[src/rtl/seg_pkg.sv]
// Shared types and segment constants for the BCD 7-segment display block.
// Encoding: active-low, bit0=seg a .. bit6=seg g.
package seg_pkg;

  localparam int BCD_DIGITS = 5;

  localparam logic [6:0] SEG_BLANK = 7'h7F;
  localparam logic [6:0] SEG_0 = 7'b1000000;
  localparam logic [6:0] SEG_1 = 7'b1111001;
  localparam logic [6:0] SEG_2 = 7'b0100100;
  localparam logic [6:0] SEG_3 = 7'b0110000;
  localparam logic [6:0] SEG_4 = 7'b0011001;
  localparam logic [6:0] SEG_5 = 7'b0010010;
  localparam logic [6:0] SEG_6 = 7'b0000010;
  localparam logic [6:0] SEG_7 = 7'b1111000;
  localparam logic [6:0] SEG_8 = 7'b0000000;
  localparam logic [6:0] SEG_9 = 7'b0010000;

  typedef enum logic [1:0] {
    IDLE,
    CONV,
    LOAD
  } state_t;

  function automatic logic [3:0] add3(input logic [3:0] n);
    return (n >= 4'd5) ? n + 4'd3 : n;
  endfunction

endpackage

[src/rtl/seg_digit_decode.sv]
// Combinational BCD nibble to active-low 7-segment decoder.
// Non-decimal nibbles render blank.
module seg_digit_decode
  import seg_pkg::*;
(
  input  logic [3:0] i_nib,
  output logic [6:0] o_seg
);

  always_comb begin
    o_seg = SEG_BLANK;
    case (i_nib)
      4'd0:    o_seg = SEG_0;
      4'd1:    o_seg = SEG_1;
      4'd2:    o_seg = SEG_2;
      4'd3:    o_seg = SEG_3;
      4'd4:    o_seg = SEG_4;
      4'd5:    o_seg = SEG_5;
      4'd6:    o_seg = SEG_6;
      4'd7:    o_seg = SEG_7;
      4'd8:    o_seg = SEG_8;
      4'd9:    o_seg = SEG_9;
      default: o_seg = SEG_BLANK;
    endcase
  end

endmodule

[src/rtl/seg_bcd_display.sv]
// Sequential double-dabble binary-to-BCD converter driving four 7-seg digits.
// Optional SEG_LEADING_ZERO_BLANK_EN blanks leading zeros on hex3..hex1.
module seg_bcd_display
  import seg_pkg::*;
#(
  parameter int DATA_W   = 16,
  parameter int NUM_ITER = 16
) (
  input  logic              clk,
  input  logic              rst_n,
  input  logic              disp_valid,
  input  logic [DATA_W-1:0] disp_data,
  output logic              disp_ready,
  input  logic              disp_clear,
  output logic              busy,
  output logic              ovf,
  output logic [6:0]        hex3,
  output logic [6:0]        hex2,
  output logic [6:0]        hex1,
  output logic [6:0]        hex0
);

  localparam int SH_W = 4 * BCD_DIGITS + DATA_W;

  state_t            r_state;
  logic [4:0]        r_cnt;
  logic [SH_W-1:0]   r_sh;
  logic [SH_W-1:0]   w_adj;
  logic [6:0]        r_hex3, r_hex2, r_hex1, r_hex0;
  logic              r_ovf, r_busy, r_ready;
  logic [6:0]        w_seg3, w_seg2, w_seg1, w_seg0;
  logic [3:0]        w_nib4, w_nib3, w_nib2, w_nib1, w_nib0;
  logic              w_ovf;
  logic              w_lz3, w_lz2, w_lz1;

  assign w_nib0 = r_sh[DATA_W +: 4];
  assign w_nib1 = r_sh[DATA_W+4 +: 4];
  assign w_nib2 = r_sh[DATA_W+8 +: 4];
  assign w_nib3 = r_sh[DATA_W+12 +: 4];
  assign w_nib4 = r_sh[DATA_W+16 +: 4];
  assign w_ovf  = (w_nib4 != 4'd0);

  always_comb begin
    w_adj = r_sh;
    for (int d = 0; d < BCD_DIGITS; d++)
      w_adj[DATA_W+4*d +: 4] = add3(r_sh[DATA_W+4*d +: 4]);
  end

  seg_digit_decode u_dec0 (.i_nib(w_nib0), .o_seg(w_seg0));
  seg_digit_decode u_dec1 (.i_nib(w_nib1), .o_seg(w_seg1));
  seg_digit_decode u_dec2 (.i_nib(w_nib2), .o_seg(w_seg2));
  seg_digit_decode u_dec3 (.i_nib(w_nib3), .o_seg(w_seg3));

`ifdef SEG_LEADING_ZERO_BLANK_EN
  // Blanking chain stops at the first non-zero digit; overflow shows all.
  assign w_lz3 = !w_ovf && (w_nib3 == 4'd0);
  assign w_lz2 = w_lz3 && (w_nib2 == 4'd0);
  assign w_lz1 = w_lz2 && (w_nib1 == 4'd0);
`else
  assign w_lz3 = 1'b0;
  assign w_lz2 = 1'b0;
  assign w_lz1 = 1'b0;
`endif

  always_ff @(posedge clk or negedge rst_n) begin
    if (!rst_n) begin
      r_state <= IDLE;
      r_cnt   <= '0;
      r_sh    <= '0;
      r_hex3  <= SEG_BLANK;
      r_hex2  <= SEG_BLANK;
      r_hex1  <= SEG_BLANK;
      r_hex0  <= SEG_BLANK;
      r_ovf   <= 1'b0;
      r_busy  <= 1'b0;
      r_ready <= 1'b1;
    end else begin
      if (disp_clear) begin
        r_hex3 <= SEG_BLANK;
        r_hex2 <= SEG_BLANK;
        r_hex1 <= SEG_BLANK;
        r_hex0 <= SEG_BLANK;
        r_ovf  <= 1'b0;
      end
      case (r_state)
        IDLE: begin
          if (disp_valid) begin
            r_sh    <= {{(4*BCD_DIGITS){1'b0}}, disp_data};
            r_cnt   <= '0;
            r_state <= CONV;
            r_busy  <= 1'b1;
            r_ready <= 1'b0;
          end
        end
        CONV: begin
          r_sh  <= {w_adj[SH_W-2:0], 1'b0};
          r_cnt <= r_cnt + 5'd1;
          if (r_cnt == 5'(NUM_ITER - 1))
            r_state <= LOAD;
        end
        LOAD: begin
          // Placed after the clear so a coincident clear loses.
          r_hex3  <= w_lz3 ? SEG_BLANK : w_seg3;
          r_hex2  <= w_lz2 ? SEG_BLANK : w_seg2;
          r_hex1  <= w_lz1 ? SEG_BLANK : w_seg1;
          r_hex0  <= w_seg0;
          r_ovf   <= w_ovf;
          r_state <= IDLE;
          r_busy  <= 1'b0;
          r_ready <= 1'b1;
        end
        default: begin
          r_state <= IDLE;
          r_busy  <= 1'b0;
          r_ready <= 1'b1;
        end
      endcase
    end
  end

  assign disp_ready = r_ready;
  assign busy       = r_busy;
  assign ovf        = r_ovf;
  assign hex3       = r_hex3;
  assign hex2       = r_hex2;
  assign hex1       = r_hex1;
  assign hex0       = r_hex0;

endmodule
[config.mk]
export PLATFORM = sky130hd
export DESIGN_NAME = seg_bcd_display
export DESIGN_NICKNAME = d
export VERILOG_FILES = /design/src/rtl/seg_pkg.sv /design/src/rtl/seg_digit_decode.sv /design/src/rtl/seg_bcd_display.sv
export SDC_FILE = /design/constraint.sdc
export NUM_CORES = 1
export LEC_CHECK = 0
export CAP_MARGIN = 5
export CELL_PAD_IN_SITES_DETAIL_PLACEMENT = 1
export CELL_PAD_IN_SITES_GLOBAL_PLACEMENT = 2
export CORE_MARGIN = 5
export CORE_UTILIZATION = 37
export DETAILED_ROUTE_END_ITERATION = 7
export PLACE_DENSITY = 0.83
export SLEW_MARGIN = 25
export SYNTH_ARGS = -nofsm -noshare
export SYNTH_HDL_FRONTEND = slang
export SYNTH_SLANG_ARGS = --single-unit
[constraint.sdc]
create_clock -name clk -period 3 [get_ports clk]
set_input_delay 0.9 -clock clk [delete_from_list [all_inputs] [get_ports clk]]
set_output_delay 0.9 -clock clk [all_outputs]
set_load 0.02 [all_outputs]
## Word-level counts from Yosys, hierarchy flattened

Memories as Yosys holds them, arrays and structs flattened.
Index checks and enable logic that the tools add are counted.

| word-level totals | value |
|---|---|
| register bits after elaboration | 74 |
| memory bits (read-only) | 448 |
| input bits | 20 |
| output and inout port bits | 31 |
| logic and storage cells | 61 |
| memories kept | 4 |

Memory list:

| memory | depth | width | rd ports | clocked after memory_dff | write ports | RTL line | text |
|---|---|---|---|---|---|---|---|
| (no name shown) | 16 | 7 | 1 | 0 | 0 | seg_digit_decode.sv:12 | `case (i_nib)` |
| (no name shown) | 16 | 7 | 1 | 0 | 0 | seg_digit_decode.sv:12 |  |
| (no name shown) | 16 | 7 | 1 | 0 | 0 | seg_digit_decode.sv:12 |  |
| (no name shown) | 16 | 7 | 1 | 0 | 0 | seg_digit_decode.sv:12 |  |

| operators by class | value |
|---|---|
| add/sub/neg operators | 6 |
| order comparisons | 5 |
| equal/unequal tests | 5 |
| multiplexer cells | 23 |
| bitwise logic cells | 1 |
| reductions and logical operators | 7 |

Operators with widths:

| kind | count |
|---|---|
| 36-bit case mux with 2 select lines | 1 |
| 36-bit 2-to-1 mux | 1 |
| 7-bit 2-to-1 mux | 5 |
| 4-bit by 3-bit >= comparator with 1-bit output, second input constant | 5 |
| 4-bit by 2-bit adder with 4-bit output, second input constant | 4 |
| 4-bit 2-to-1 mux | 4 |
| 5-bit case mux with 2 select lines | 1 |
| 2-bit AND reduction | 3 |
| 5-bit by 1-bit adder with 5-bit output, second input constant | 1 |
| 5-bit by 4-bit == test with 1-bit output, second input constant | 1 |
| 5-bit 2-to-1 mux | 1 |
| 1-bit 2-to-1 mux | 4 |
| 2-bit 2-to-1 mux | 2 |
| 2-bit inequality test, second input constant | 2 |
| 1-bit case mux with 2 select lines | 2 |
| 2-bit case mux with 2 select lines | 1 |
| 2-bit nonzero test | 2 |
| 4-bit nonzero test | 1 |
| 3-bit by 2-bit adder with 3-bit output, second input constant | 1 |
| 3-bit 2-to-1 mux | 1 |
| 2-bit by 1-bit == test with 1-bit output, second input constant | 1 |
| 2-bit == test, second input constant | 1 |
| 2-bit zero test | 1 |
| 1-bit NOT | 1 |

## Logic depth before layout (Yosys ltp)

| logic depth | value |
|---|---|
| word-level depth | 3 |
| gate-level depth with buffers | 7 |
| mapped depth without buffers | 6 |

## By module

Synthesis repeated with hierarchy kept, for this count alone.

| unflattened totals | value |
|---|---|
| cell total of the unflattened synthesis | 492 |
| area total of the unflattened synthesis | 4344.2 sq um |

By module, submodules not included:

| module | instances | cells each | area each (sq um) | seq. area each (sq um) |
|---|---|---|---|---|
| seg_bcd_display | 1 | 360 | 3503.4 | 1888.1 |
| seg_digit_decode | 4 | 33 | 210.2 | 0.0 |

## Least setup slack after synthesis

Ideal clock, no wire load.

| timing path | value |
|---|---|
| kind | in2reg |
| start point | input disp_valid |
| end point | register r_sh[0] |
| library setup time | 122 ps |
| data arrival time | 1569 ps |
| required time | 2878 ps |
| setup slack | 1310 ps |
| stages | 4 |
| path buffers | 2 |
| cells stage by stage | nor2b_1 -> buf_2 -> buf_2 -> a32o_1 |

| between the ends | value |
|---|---|
| longest elaborated chain between the ends | 2 |

Ends and longest elaborated chain:

| what | RTL line | text |
|---|---|---|
| start, declared | seg_bcd_display.sv:11 | `input logic disp_valid,` |
| 2-bit inequality test (no source line) | - |  |
| 2-bit AND reduction (no source line) | - |  |
| end signal, assigned | seg_bcd_display.sv:88 | `r_sh <= {{(4*BCD_DIGITS){1'b0}}, disp_data};` |
| end signal, assigned | seg_bcd_display.sv:96 | `r_sh <= {w_adj[SH_W-2:0], 1'b0};` |
| end, declared | seg_bcd_display.sv:27 | `logic [SH_W-1:0] r_sh;` |

Every way passes these cells.
A chain may end at the register's enable or synchronous reset.

## Worst setup path in the final report

| timing path | value |
|---|---|
| start point | register r_hex2[4] (netlist: hex2[4]) |
| end point | output hex2[4] |

RTL lines:

| what | RTL line | text |
|---|---|---|
| start, declared | seg_bcd_display.sv:29 | `logic [6:0] r_hex3, r_hex2, r_hex1, r_hex0;` |
| start signal, assigned | seg_bcd_display.sv:104 | `r_hex2 <= w_lz2 ? SEG_BLANK : w_seg2;` |
| end, declared | seg_bcd_display.sv:18 | `output logic [6:0] hex2,` |

No word-level cell between the ends.

==> run_results.csv <==
group,metric,value,unit
status,status,"finished, final reports clean",
pwr,power,4.03,mW
hold_path,worstHoldStart,"r_cnt[4]",
clocking,post_cts_buffers,0,
timing,max_slew.worst_pin.slew,632,ps
global_routing,use_met3,3.45,%
final_layout,areaGrowthSynthToFinish,20.5,%
clocking,root_buffer,"clkbuf_8",
global_routing,use_met1,20.6,%
pwr,powerDensity,862,nW/um^2
global_routing,grt_pass1_wl,16400,um
clocking,cts-htree-levels,3,
pwr,p_sw_share,41.6,%
placed_design,port_buffers,50,
pwr,pwr-share-comb,41.1,%
synthesis,synth-seq-cells,74,
clocking,cts_buffer_depth,2,
global_routing,grt.total_usage,15.6,%
critical_path,startpoint_type,"flop",
pwr,pwr-share-clk,17.0,%
route,drt_wl_total,9360,um
clocking,clkSinkCount,74,
route,avgRoutedWirePerCell,15.8,um
placed_design,dp.cells,577,
critical_path,cp.arrival,1500,ps
final_layout,stdcell_count,593,
floorplanning,core.rowCount,37,
placed_design,hpwl,6500,um
final_layout,multi_input_area,1770,um^2
critical_path,crit_type,"reg2out",
critical_path,rr_startpoint,"r_state[1]",
timing,finalSetupViolations,0,
critical_path,path_max_fanout,2,
route,postRouteAntennaNets,0,
synthesis,yosysWarnings,0,
synthesis,synth_fp_nets,452,
clocking,clkTransAtPathRegs,70,ps
global_routing,grt_pass1_vias,3384,
clocking,clock_latency,350,ps
clocking,cts_tree,"built",
clocking,cts.hold.buffers_added,0,
synthesis,netlist_instances,407,
placed_design,place_area,4510,um^2
route,vias,3157,
pwr,leakage,1.89,nW
synthesis,ys_seq_area_share,48.6,%
floorplanning,die_x,112,um
synthesis,synth_area,3880,um^2
global_routing,grt_max_degree,75,
route,first_pass_iters,4,
timing,fin_crit,2400,ps
clocking,cts_made_buffers,9,
final_layout,fillCellCount,1192,
floorplanning,io_pins,51,
synthesis,synth_edf_count,0,
floorplanning,coreArea,10300,um^2
critical_path,crit_path_end_kind,"output port",
synthesis,synthArstFlopShare,100,%
final_layout,diodes,0,
hold_path,hold_class,"reg2reg",
synthesis,synth.area.top_cells,"dfrtp_1, dfstp_2, ha_1",
final_layout,final_area,4680,um^2
global_routing,antenna_found_initial,0,
timing,rsz0062_at_grt,"no",
pwr,power_switching,1.68,mW
final_layout,num-nets-final,497,
synthesis,yosys_most_used_dff,"dfrtp_1",
synthesis,yosysTopAreaCellShare,29.0,%
synthesis,yosys.area.top_type,"dfrtp_1",
critical_path,worstPathRequired,2100,ps
timing,finalSetupTns,0,ps
critical_path,cp_top_family,"buffers and inverters",
global_routing,met2_usage,25.7,%
timing,fin_crit_sh,80.1,%
route,drc,0,
final_layout,regArea,1890,um^2
synthesis,syn_area_per_cell,9.54,um^2
floorplanning,start_util,37.8,%
job,cap_viol_max_count,0,
hold_path,holdPathStages,2,
critical_path,crit_start,"hex2[4]",
timing,slew_headroom,57.8,%
synthesis,synth_most_common_cell,"o21ai_0",
critical_path,critPathBufInv,1,
placed_design,place.gp.congestion,0.778,
floorplanning,die_y,112,um
timing,fmax,0.416,GHz
pwr,max-vdd-ir-drop,307,uV
clocking,cts_resized,0,
route,drt_iter0_drc,171,
critical_path,path_depth,1,
route,viasPerCell,5.32,
final_layout,utilization,45.5,%
critical_path,slowest_stage,"clkdlybuf4s50_1",
timing,slew_viol_final,0,
critical_path,cp_cell_sequence,"clkdlybuf4s50_1",
final_layout,drive_gt1_share,13.1,%
synthesis,yosysUniqueCellTypes,39,
pwr,p_int,2.36,mW
timing,finalClockSkew,11.7,ps
global_routing,grt.busiest_layer,"met2",
critical_path,cpPeakStageDelay,600,ps
pwr,seqPwrFrac,41.8,%
critical_path,r2r_cells,4,
floorplanning,design.die.area,12600,um^2
synthesis,synth_common_cells,"o21ai_0, dfrtp_1, nand2_1",
timing,hold_viol_final,0,
global_routing,grt_overflow,0,
==> logic make-up after synthesis <==
group	count (synthesis)	synth area share, %
buf+inv	47	5.77
xor+xnor	5	1.13
fa+ha+maj	25	8.06
simple gates	112	13.4
mux	4	1.13
compound gates	140	21.9
flops	74	48.6
==> worst paths after layout <==
check                      slack, ps    endpoint
max                              600     hex2[4]
min in group asynchronous        570    r_sh[25]
min                              480    r_cnt[4]
max reg2reg                     1150     hex0[3]
max in group asynchronous       2070  disp_ready
min reg2reg                      480    r_cnt[4]
==> stage by stage <==
step	hold slack, ps	setup WS [ps]
floorplan	450	1310
global placement	461	678
detailed placement	471	617
CTS	489	571
global route	525	546
finish	484	598
==> cells in the final DEF (no fill, tap or decap), types with 7 or more instances in the layout <==
cell type,n
clkbuf_8,10
dfrtp_1,45
nor2_1,27
ha_1,25
nor3_1,13
a21oi_1,28
o21ai_0,62
nand2b_1,7
dfstp_2,29
nand3_1,7
nand2_1,41
o22a_1,12
inv_1,19
clkdlybuf4s50_1,49
a22oi_1,15
buf_4,10
==> registers in the layout, summed over array words and instances, names as in the netlist <==
register	count
disp_ready	1
r_cnt	5
r_sh	36
ovf	1
busy	1
hex2	7
hex3	7
hex0	7
hex1	7
r_state	2
==> power groups by stage <==
stage | clock (mW) | sequential, mW | combinational, mW
after CTS | 0.715 | 1.69 | 1.69
after global placement | 0 | 1.69 | 1.61
after global routing | 0.755 | 1.76 | 1.91
final | 0.687 | 1.69 | 1.66
after detailed placement | 0 | 1.70 | 1.67
after floorplan | 0 | 1.51 | 1.36
==> cell type report <==
cell class	instances	share of cell area, %
clock buffers	13	3.18
clock inverters	3	0.321
inverters	19	1.52
multi-input cells	286	37.9
flip-flops and latches	74	40.4
well taps	136	3.64
repair buffers	62	13.1
==> per-layer routing <==
| layer | vias to the layer above | wire [um] |
|---|---|---|
| li1 | 1521 | - |
| met1 | 1579 | 4500 |
| met2 | 53 | 4480 |
| met3 | 4 | 317 |
| met4 | 0 | 57 |
| met5 | - | 0 |
(Power assumes the default switching activity.)
